**src/rtl/audio_pkg.sv**
```systemverilog
// Shared types and constants for the stereo sample buffer feeding i2s_driver.
package audio_pkg;

  localparam int WIDTH_DEFAULT      = 16;
  localparam int DEPTH_LOG2_DEFAULT = 3;

  // Value driven to the driver while prefilling or after an underrun.
  localparam logic MUTE_BIT = 1'b0;

  typedef enum logic {
    FILL = 1'b0,
    RUN  = 1'b1
  } fifo_state_t;

endpackage

```
**src/rtl/sample_fifo_mem.sv**
```systemverilog
// Stereo-pair register array: one synchronous write port, one combinational read port.
module sample_fifo_mem
  import audio_pkg::*;
#(
  parameter int WIDTH      = WIDTH_DEFAULT,
  parameter int DEPTH_LOG2 = DEPTH_LOG2_DEFAULT
) (
  input  logic                  clk,
  input  logic                  we,
  input  logic [DEPTH_LOG2-1:0] waddr,
  input  logic [2*WIDTH-1:0]    wdata,
  input  logic [DEPTH_LOG2-1:0] raddr,
  output logic [2*WIDTH-1:0]    rdata
);

  localparam int DEPTH = 1 << DEPTH_LOG2;

  logic [2*WIDTH-1:0] mem [DEPTH];

  // NOTE: storage has no reset; occupancy is tracked by the level counter, so stale
  // entries are never observed and the array can map onto plain flops or RAM.
  always_ff @(posedge clk) begin
    if (we) mem[waddr] <= wdata;
  end

  assign rdata = mem[raddr];

endmodule

```
**src/rtl/audio_sample_fifo.sv**
```systemverilog
// Stereo sample FIFO with prefill gating, underrun muting and one pop per I2S frame strobe.
module audio_sample_fifo
  import audio_pkg::*;
#(
  parameter int WIDTH      = WIDTH_DEFAULT,
  parameter int DEPTH_LOG2 = DEPTH_LOG2_DEFAULT
) (
  input  logic                  CLK,
  input  logic                  RST_N,
  input  logic [WIDTH-1:0]      IN_L,
  input  logic [WIDTH-1:0]      IN_R,
  input  logic                  IN_VALID,
  output logic                  IN_READY,
  input  logic                  LATCH,
  output logic [WIDTH-1:0]      DATA_L,
  output logic [WIDTH-1:0]      DATA_R,
  output logic [DEPTH_LOG2:0]   LEVEL,
  output logic                  UNDERRUN,
  input  logic                  CLR_ERR
);

  localparam int DEPTH = 1 << DEPTH_LOG2;
  localparam logic [DEPTH_LOG2:0]   LVL_FULL = (DEPTH_LOG2+1)'(DEPTH);
  localparam logic [DEPTH_LOG2:0]   LVL_HALF = (DEPTH_LOG2+1)'(DEPTH / 2);
  localparam logic [DEPTH_LOG2:0]   LVL_ONE  = (DEPTH_LOG2+1)'(1);
  localparam logic [DEPTH_LOG2-1:0] PTR_ONE  = DEPTH_LOG2'(1);

  fifo_state_t           state_q, state_d;
  logic                  latch_q;
  logic [DEPTH_LOG2-1:0] wr_ptr, rd_ptr;
  logic [DEPTH_LOG2:0]   level_q, level_d;
  logic [2*WIDTH-1:0]    head;
  logic                  frame, push, pop, underrun_evt;

  assign frame        = LATCH & ~latch_q;
  assign push         = IN_VALID & IN_READY;
  assign pop          = frame & (state_q == RUN) & (level_q != '0);
  assign underrun_evt = frame & (state_q == RUN) & (level_q == '0);

  // Ready comes from registered occupancy only; a pop while full frees a slot next cycle.
  assign IN_READY = (level_q != LVL_FULL);
  assign LEVEL    = level_q;

  sample_fifo_mem #(
    .WIDTH      (WIDTH),
    .DEPTH_LOG2 (DEPTH_LOG2)
  ) u_mem (
    .clk   (CLK),
    .we    (push),
    .waddr (wr_ptr),
    .wdata ({IN_L, IN_R}),
    .raddr (rd_ptr),
    .rdata (head)
  );

  // NOTE: every always_comb output gets a default before any branch so no latch is inferred.
  always_comb begin
    level_d = level_q;
    unique case ({push, pop})
      2'b10:   level_d = level_q + LVL_ONE;
      2'b01:   level_d = level_q - LVL_ONE;
      default: level_d = level_q;
    endcase
  end

  // Leaving FILL uses the post-edge level so RUN starts on the edge that reaches half full.
  always_comb begin
    state_d = state_q;
    case (state_q)
      FILL: if (level_d >= LVL_HALF) state_d = RUN;
      RUN:  if (underrun_evt)        state_d = FILL;
    endcase
  end

  // NOTE: all state here uses non-blocking assignments so every register samples pre-edge values.
  always_ff @(posedge CLK or negedge RST_N) begin
    if (!RST_N) begin
      state_q  <= FILL;
      latch_q  <= 1'b0;
      wr_ptr   <= '0;
      rd_ptr   <= '0;
      level_q  <= '0;
      DATA_L   <= {WIDTH{MUTE_BIT}};
      DATA_R   <= {WIDTH{MUTE_BIT}};
      UNDERRUN <= 1'b0;
    end else begin
      state_q <= state_d;
      latch_q <= LATCH;
      level_q <= level_d;
      if (push) wr_ptr <= wr_ptr + PTR_ONE;
      if (pop)  rd_ptr <= rd_ptr + PTR_ONE;
      if (frame) begin
        DATA_L <= pop ? head[2*WIDTH-1:WIDTH] : {WIDTH{MUTE_BIT}};
        DATA_R <= pop ? head[WIDTH-1:0]       : {WIDTH{MUTE_BIT}};
      end
      if (underrun_evt)  UNDERRUN <= 1'b1;
      else if (CLR_ERR)  UNDERRUN <= 1'b0;
    end
  end

endmodule

```
**config.mk**
```make
export PLATFORM = sky130hd
export DESIGN_NAME = audio_sample_fifo
export DESIGN_NICKNAME = d
export VERILOG_FILES = /design/src/rtl/audio_pkg.sv /design/src/rtl/sample_fifo_mem.sv /design/src/rtl/audio_sample_fifo.sv
export SDC_FILE = /design/constraint.sdc
export NUM_CORES = 1
export LEC_CHECK = 0
export BUFFER_PORTS_ARGS = -buffer_cell sky130_fd_sc_hd__buf_2
export CORE_MARGIN = 5
export CORE_UTILIZATION = 60
export DETAILED_ROUTE_END_ITERATION = 10
export PLACE_DENSITY = 0.8
export SLEW_MARGIN = 20
export SYNTH_ARGS = -nofsm -noshare
export SYNTH_HDL_FRONTEND = slang
export SYNTH_HIERARCHICAL = 1
export SYNTH_SLANG_ARGS = --single-unit
export TNS_END_PERCENT = 50
```
**constraint.sdc**
```tcl
create_clock -name CLK -period 4.96 [get_ports CLK]
set_input_delay 0.496 -clock CLK [delete_from_list [all_inputs] [get_ports CLK]]
set_output_delay 0.496 -clock CLK [all_outputs]
set_load 0.02 [all_outputs]
```
Yosys cells after proc, flatten, opt, wreduce, memory -nomap -nowiden:

Memory sizes are Yosys's and may differ from the RTL's.
Index checks and enable logic that the tools add are counted.

* add/sub/neg operators: 4
* multiply operators: 0
* div/mod/pow operators: 0
* magnitude comparators: 1
* equal/unequal tests: 3
* shifts and indexed selects: 0
* mux-type cells: 10
* bitwise gates (word level): 7
* reductions and logical operators: 3

Operators by type and width (number)
* two-way mux 16 bit: 2
* one-hot mux 4 bit (2 select lines): 1
* adder 3 x 1 -> 3 bit, second input constant: 2
* two-way mux 1 bit: 6
* AND 1 bit: 5
* adder 4 x 1 -> 4 bit, second input constant: 1
* greater-or-equal comparator 4 x 3 -> 1 bit, second input constant: 1
* zero test 4 bit: 1
* != test 4 bit, second input constant: 1
* nonzero test 4 bit: 1
* subtractor 4 x 1 -> 4 bit, second input constant: 1
* equality test 2 x 1 -> 1 bit, second input constant: 1
* equality test 2 bit, second input constant: 1
* NOT 1 bit: 2
* one-hot mux 1 bit (2 select lines): 1
* nonzero test 2 bit: 1

* register bits: 45
* latch bits: 0
* memory bits (writable): 256
* bits in read-only memories: 0
* bits of input ports: 37
* output and inout bits: 38
* memories: 1

Memory list
* u_mem.mem: depth 8, width 32, read ports 1, clocked after memory_dff 0, wr ports 1, line sample_fifo_mem.sv:18 `logic [2*WIDTH-1:0] mem [DEPTH];`

Logic depth before layout (Yosys ltp):

* depth in word-level cells: 9
* mapped depth: 11
* mapped depth without buffers: 10

By module:

Netlist, hierarchy kept.

Modules (own cells, without submodules)
* sample_fifo_mem: times used 1, cells each 383, area an instance 9825.7 µm²
* audio_sample_fifo: times used 1, cells each 121, area an instance 1780.5 µm²

Worst setup path before layout:

No wires, ideal clock.

* path kind: flip-flop to flip-flop
* start point: reg level_q[0] (netlist: LEVEL[0])
* end point: mem u_mem/mem[0][0] (netlist name), enable pin
* setup time: 0.461 ns
* data arrival time: 3.394 ns
* data required time: 4.499 ns
* slack: 1.105 ns
* stages on the path, launching flop included: 7
* clock period less this slack: 3.855 ns
* cell sequence: dfrtp_1 -> nor3_1 -> nand2_1 -> nand2_1 -> inv_1 -> nand2b_1 -> nor3_1

* longest elaborated chain between the ends: 4

Ends and longest elaborated chain
* start, declared: line audio_sample_fifo.sv:31 `logic [DEPTH_LOG2:0] level_q, level_d;`
* start signal, assigned: line audio_sample_fifo.sv:89 `level_q <= level_d;`
* != test 4 bit: line audio_sample_fifo.sv:41 `assign IN_READY = (level_q != LVL_FULL);`
* net IN_READY: line audio_sample_fifo.sv:13 `output logic IN_READY,`
* AND 1 bit: line audio_sample_fifo.sv:36 `assign push = IN_VALID & IN_READY;`
* net push: line audio_sample_fifo.sv:33 `logic frame, push, pop, underrun_evt;`
* two-way mux 1 bit: line sample_fifo_mem.sv:23 `if (we) mem[waddr] <= wdata;`
* two-way mux 1 bit (not written as such): line sample_fifo_mem.sv:23
* end, declared: line sample_fifo_mem.sv:18

The timed path passes the listed nets, and every way through them passes these cells.

Worst setup path in the final report:

* start point: reg latch_q
* end point: reg state_q

* longest elaborated chain between the ends: 9

Ends and longest elaborated chain
* start, declared: line audio_sample_fifo.sv:29 `logic latch_q;`
* start signal, assigned: line audio_sample_fifo.sv:79 `latch_q <= 1'b0;`
* start signal, assigned: line audio_sample_fifo.sv:88 `latch_q <= LATCH;`
* NOT 1 bit (*): line audio_sample_fifo.sv:35 `assign frame = LATCH & ~latch_q;`
* AND 1 bit (*): line audio_sample_fifo.sv:35
* AND 1 bit (*) (2 in a row): line audio_sample_fifo.sv:37 `assign pop = frame & (state_q == RUN) & (level_q != '0);`
* equality test 2 x 1 -> 1 bit / equality test 2 bit (equally long branches): line audio_sample_fifo.sv:59 `unique case ({push, pop})`
* one-hot mux 4 bit (2 select lines) (*): line audio_sample_fifo.sv:59
* net level_d[3]: line audio_sample_fifo.sv:31
* greater-or-equal comparator 4 x 3 -> 1 bit (*): line audio_sample_fifo.sv:70 `FILL: if (level_d >= LVL_HALF) state_d = RUN;`
* two-way mux 1 bit (*): line audio_sample_fifo.sv:70
* one-hot mux 1 bit (2 select lines) (*): line audio_sample_fifo.sv:69 `case (state_q)`
* net state_d: line audio_sample_fifo.sv:28 `fifo_state_t state_q, state_d;`
* end signal, assigned: line audio_sample_fifo.sv:87 `state_q <= state_d;`
* end, declared: line audio_sample_fifo.sv:28

Mark *: on every way through the listed nets, which the timed path passes. The rest lies on a longest branch.
A chain may end at the register's enable or synchronous reset.

==> flow_summary.ini <==
[outcome]
outcome = complete, no violations

[power]
power_frac_comb = 0.248
p_int_mw = 5.66
pwr-share-clk = 0.289
seq_power_share = 0.463
worst_ir_drop_vdd_mv = 0.362
p_per_area_nw_per_um2 = 593
p_switching_mw = 2.24
p_sw_frac = 0.284
power.leakage_nw = 4.72

[synthesis]
synth-compound-area-share = 0.0270
yosys.area_share.simple = 0.0130
syn_area_per_cell_um2 = 23.0
ys.flop_type = edfxtp_1
syn_inst = 504
synth_warnings = 6
syn-num-nets = 547
synth_top_family_by_area = multiplexers
seq_area_frac_synth = 0.759
synth-seq-cells = 301
synth_mux_area_frac = 0.171
syn-cell-area_um2 = 11600
synth.distinct_cells = 29
synthXorXnorAreaFrac = 0.00593
synth_edf_count = 256
synthAdderAreaFrac = 0.00712
ys_async_sr_fraction = 0.150

[clock_network]
post_cts_resize_count = 0
cts_tree = done
htreeDepth = 1
path_clk_slew_ns = 0.06
worstSkewPairLatency_ns = 0.55
cts.sinks = 301
max-clock-path-buffers = 3
cts_root_buf = clkbuf_16
hold_buffers = 0
cts_buffers = 30
cts_setup_buffers = 0

[sta]
relSlewSlack = 0.353
fmax_mhz = 294
period_needed_ns = 3.40
worst_pin_slew_ns = 0.971
setup_violations = 0
rsz0062_at_grt = false
finalClockSkew_ns = 0.0130
hold_viol_final = 0
setup_tns_ns = 0
whs_ns = 0.0532
finalCritPeriodShare = 0.686
slew_violations = 0

[worst_setup_path]
crit_type = reg2reg
critPathLaunchType = flip-flop
cp_data_required_time_ns = 5.39
end_kind = flip-flop
r2r_cells = 10
arrival_ns = 3.83
critPathMaxFanout = 36

[routing]
vias_per_cell = 6.07
wire_per_inst_um = 24.4
drt_iter0_drc = 338
drcViolationCount = 0
vias = 5346
ant_nets = 0
routed_wl_mm = 21.5
dr.pass1.iters = 4

[layout]
antenna_cells = 0
fin_util = 0.705
syn_to_final_growth_pct = 14.7
layout_common_cells = edfxtp_1 (256), buf_2 (74), dfrtp_1 (42), mux4_1 (40), mux2_2 (34)
fin_nets = 640
drive_above_1_share = 0.330
mostFrequentLayoutCell = edfxtp_1

[placed_design]
port_buffers = 74
dp_hpwl_mm = 11.7
gp_congestion = 0.752

[grt]
grt_pass1_vias = 5773
met3_usage = 0.0362
overflow = 0
grt_use_met1 = 0.267
grt_max_degree = 49
grt.busiest_layer = met2
antenna_found_initial = 1
gr-usage-met2 = 0.343
grt_use_total = 0.199
grt_pass1_wl_mm = 33.3

[floorplanning]
core_um2 = 18900
die_w_um = 149
die_area_um2 = 22200
initial_utilization = 0.614
ioPinCount = 75
fp.dieH_um = 149
fp-row-count = 50

[flow_run]
cap_violations = 0

[min_path]
hp-class = in2async
-- critical path: stages, from the launching register on --
cell and delay, ns:
dfrtp_1 0.37, nand2b_2 0.59, nor3b_4 0.33, buf_4 0.45, ha_1 0.36, ha_1 0.31, a21oi_1 0.19, and4b_1 0.24
a21oi_2 0.05, xnor2_1 0.14, o31a_1 0.24
-- sequential cells by signal (all words and copies together) (netlist names) --
register   cells
u_mem/mem    256
DATA_L        16
DATA_R        16
LEVEL          4
rd_ptr         3
wr_ptr         3
UNDERRUN       1
latch_q        1
state_q        1
-- stage by stage --
stage | power [mW] | cells | worst slack, ns | instance area, um^2
after floorplan | 5.07 | 504 | 1.11 | 11600
after global placement | 5.58 | 824 | 1.63 | 12300
after detailed placement | 5.70 | 825 | 1.45 | 12300
after CTS | 8.00 | 881 | 1.55 | 13300
after global routing | 8.27 | 881 | 1.36 | 13300
final | 7.90 | 881 | 1.56 | 13300
-- cell usage after synthesis, types with 3 or more instances --
library cell	number	area, um^2
buf_2	6	30.0
nand2b_1	4	25.0
buf_1	4	15.0
buf_6	11	124
mux4_2	24	541
a22o_1	32	280
nand2_1	8	30.0
nor3_1	3	15.0
mux4_1	40	1050
xnor2_1	6	52.6
mux2_2	34	383
nor2_1	7	26.3
edfxtp_1	256	7690
clkbuf_1	4	15.0
dfrtp_1	45	1130
ha_1	5	62.6
-- area by class of cell --
type	instances	area, um^2
flip-flops and latches	301	8820
fillers	1157	5580
multi-input cells	176	2660
clock buffers	43	840
repair buffers	86	480
well taps	260	325
clock inverters	13	181
inverters	2	7.51
-- per-layer routing --
layer  routed length, um  vias up
met4                 390        2
li1                    -     2331
met1                8670     2802
met5                   7        -
met3                1270       37
met2               11200      174
-- power by group through the flow --
stage / sequential (mW) / clock [mW] / combinational (mW)
after floorplan: 3.63 / 0 / 1.44
after global placement: 3.76 / 0 / 1.82
after detailed placement: 3.71 / 0 / 1.98
after CTS: 3.67 / 2.33 / 2.00
after global routing: 3.71 / 2.44 / 2.11
final: 3.66 / 2.28 / 1.96
-- final timing paths --
| kind | slack [ns] | endpoint | startpoint |
|---|---|---|---|
| max reg2reg | 1.56 | state_q$_DFF_PN0_ | latch_q$_DFF_PN0_ |
| min in group CLK | 0.11 | latch_q$_DFF_PN0_ | LATCH |
| min reg2reg | 0.50 | DATA_R[14]$_DFFE_PN0N_ | DATA_R[14]$_DFFE_PN0N_ |
| max in group asynchronous | 4.43 | rd_ptr[2]$_DFFE_PN0N_ | RST_N |
| min | 0.05 | LEVEL[2]$_DFF_PN0_ | RST_N |
| max | 1.56 | state_q$_DFF_PN0_ | latch_q$_DFF_PN0_ |
-- cell families (layout without fill, tap and decap cells) --
kind of cell,count (synthesis),after routing
DFF,301,301
muxes,99,99
AOI/OAI and AO/OA,37,37
and+or+nand+nor,27,27
buffers and inverters,27,144
xor gates and xnor gates,7,7
adders and majority gates,6,6
(Power assumes the default switching activity.)
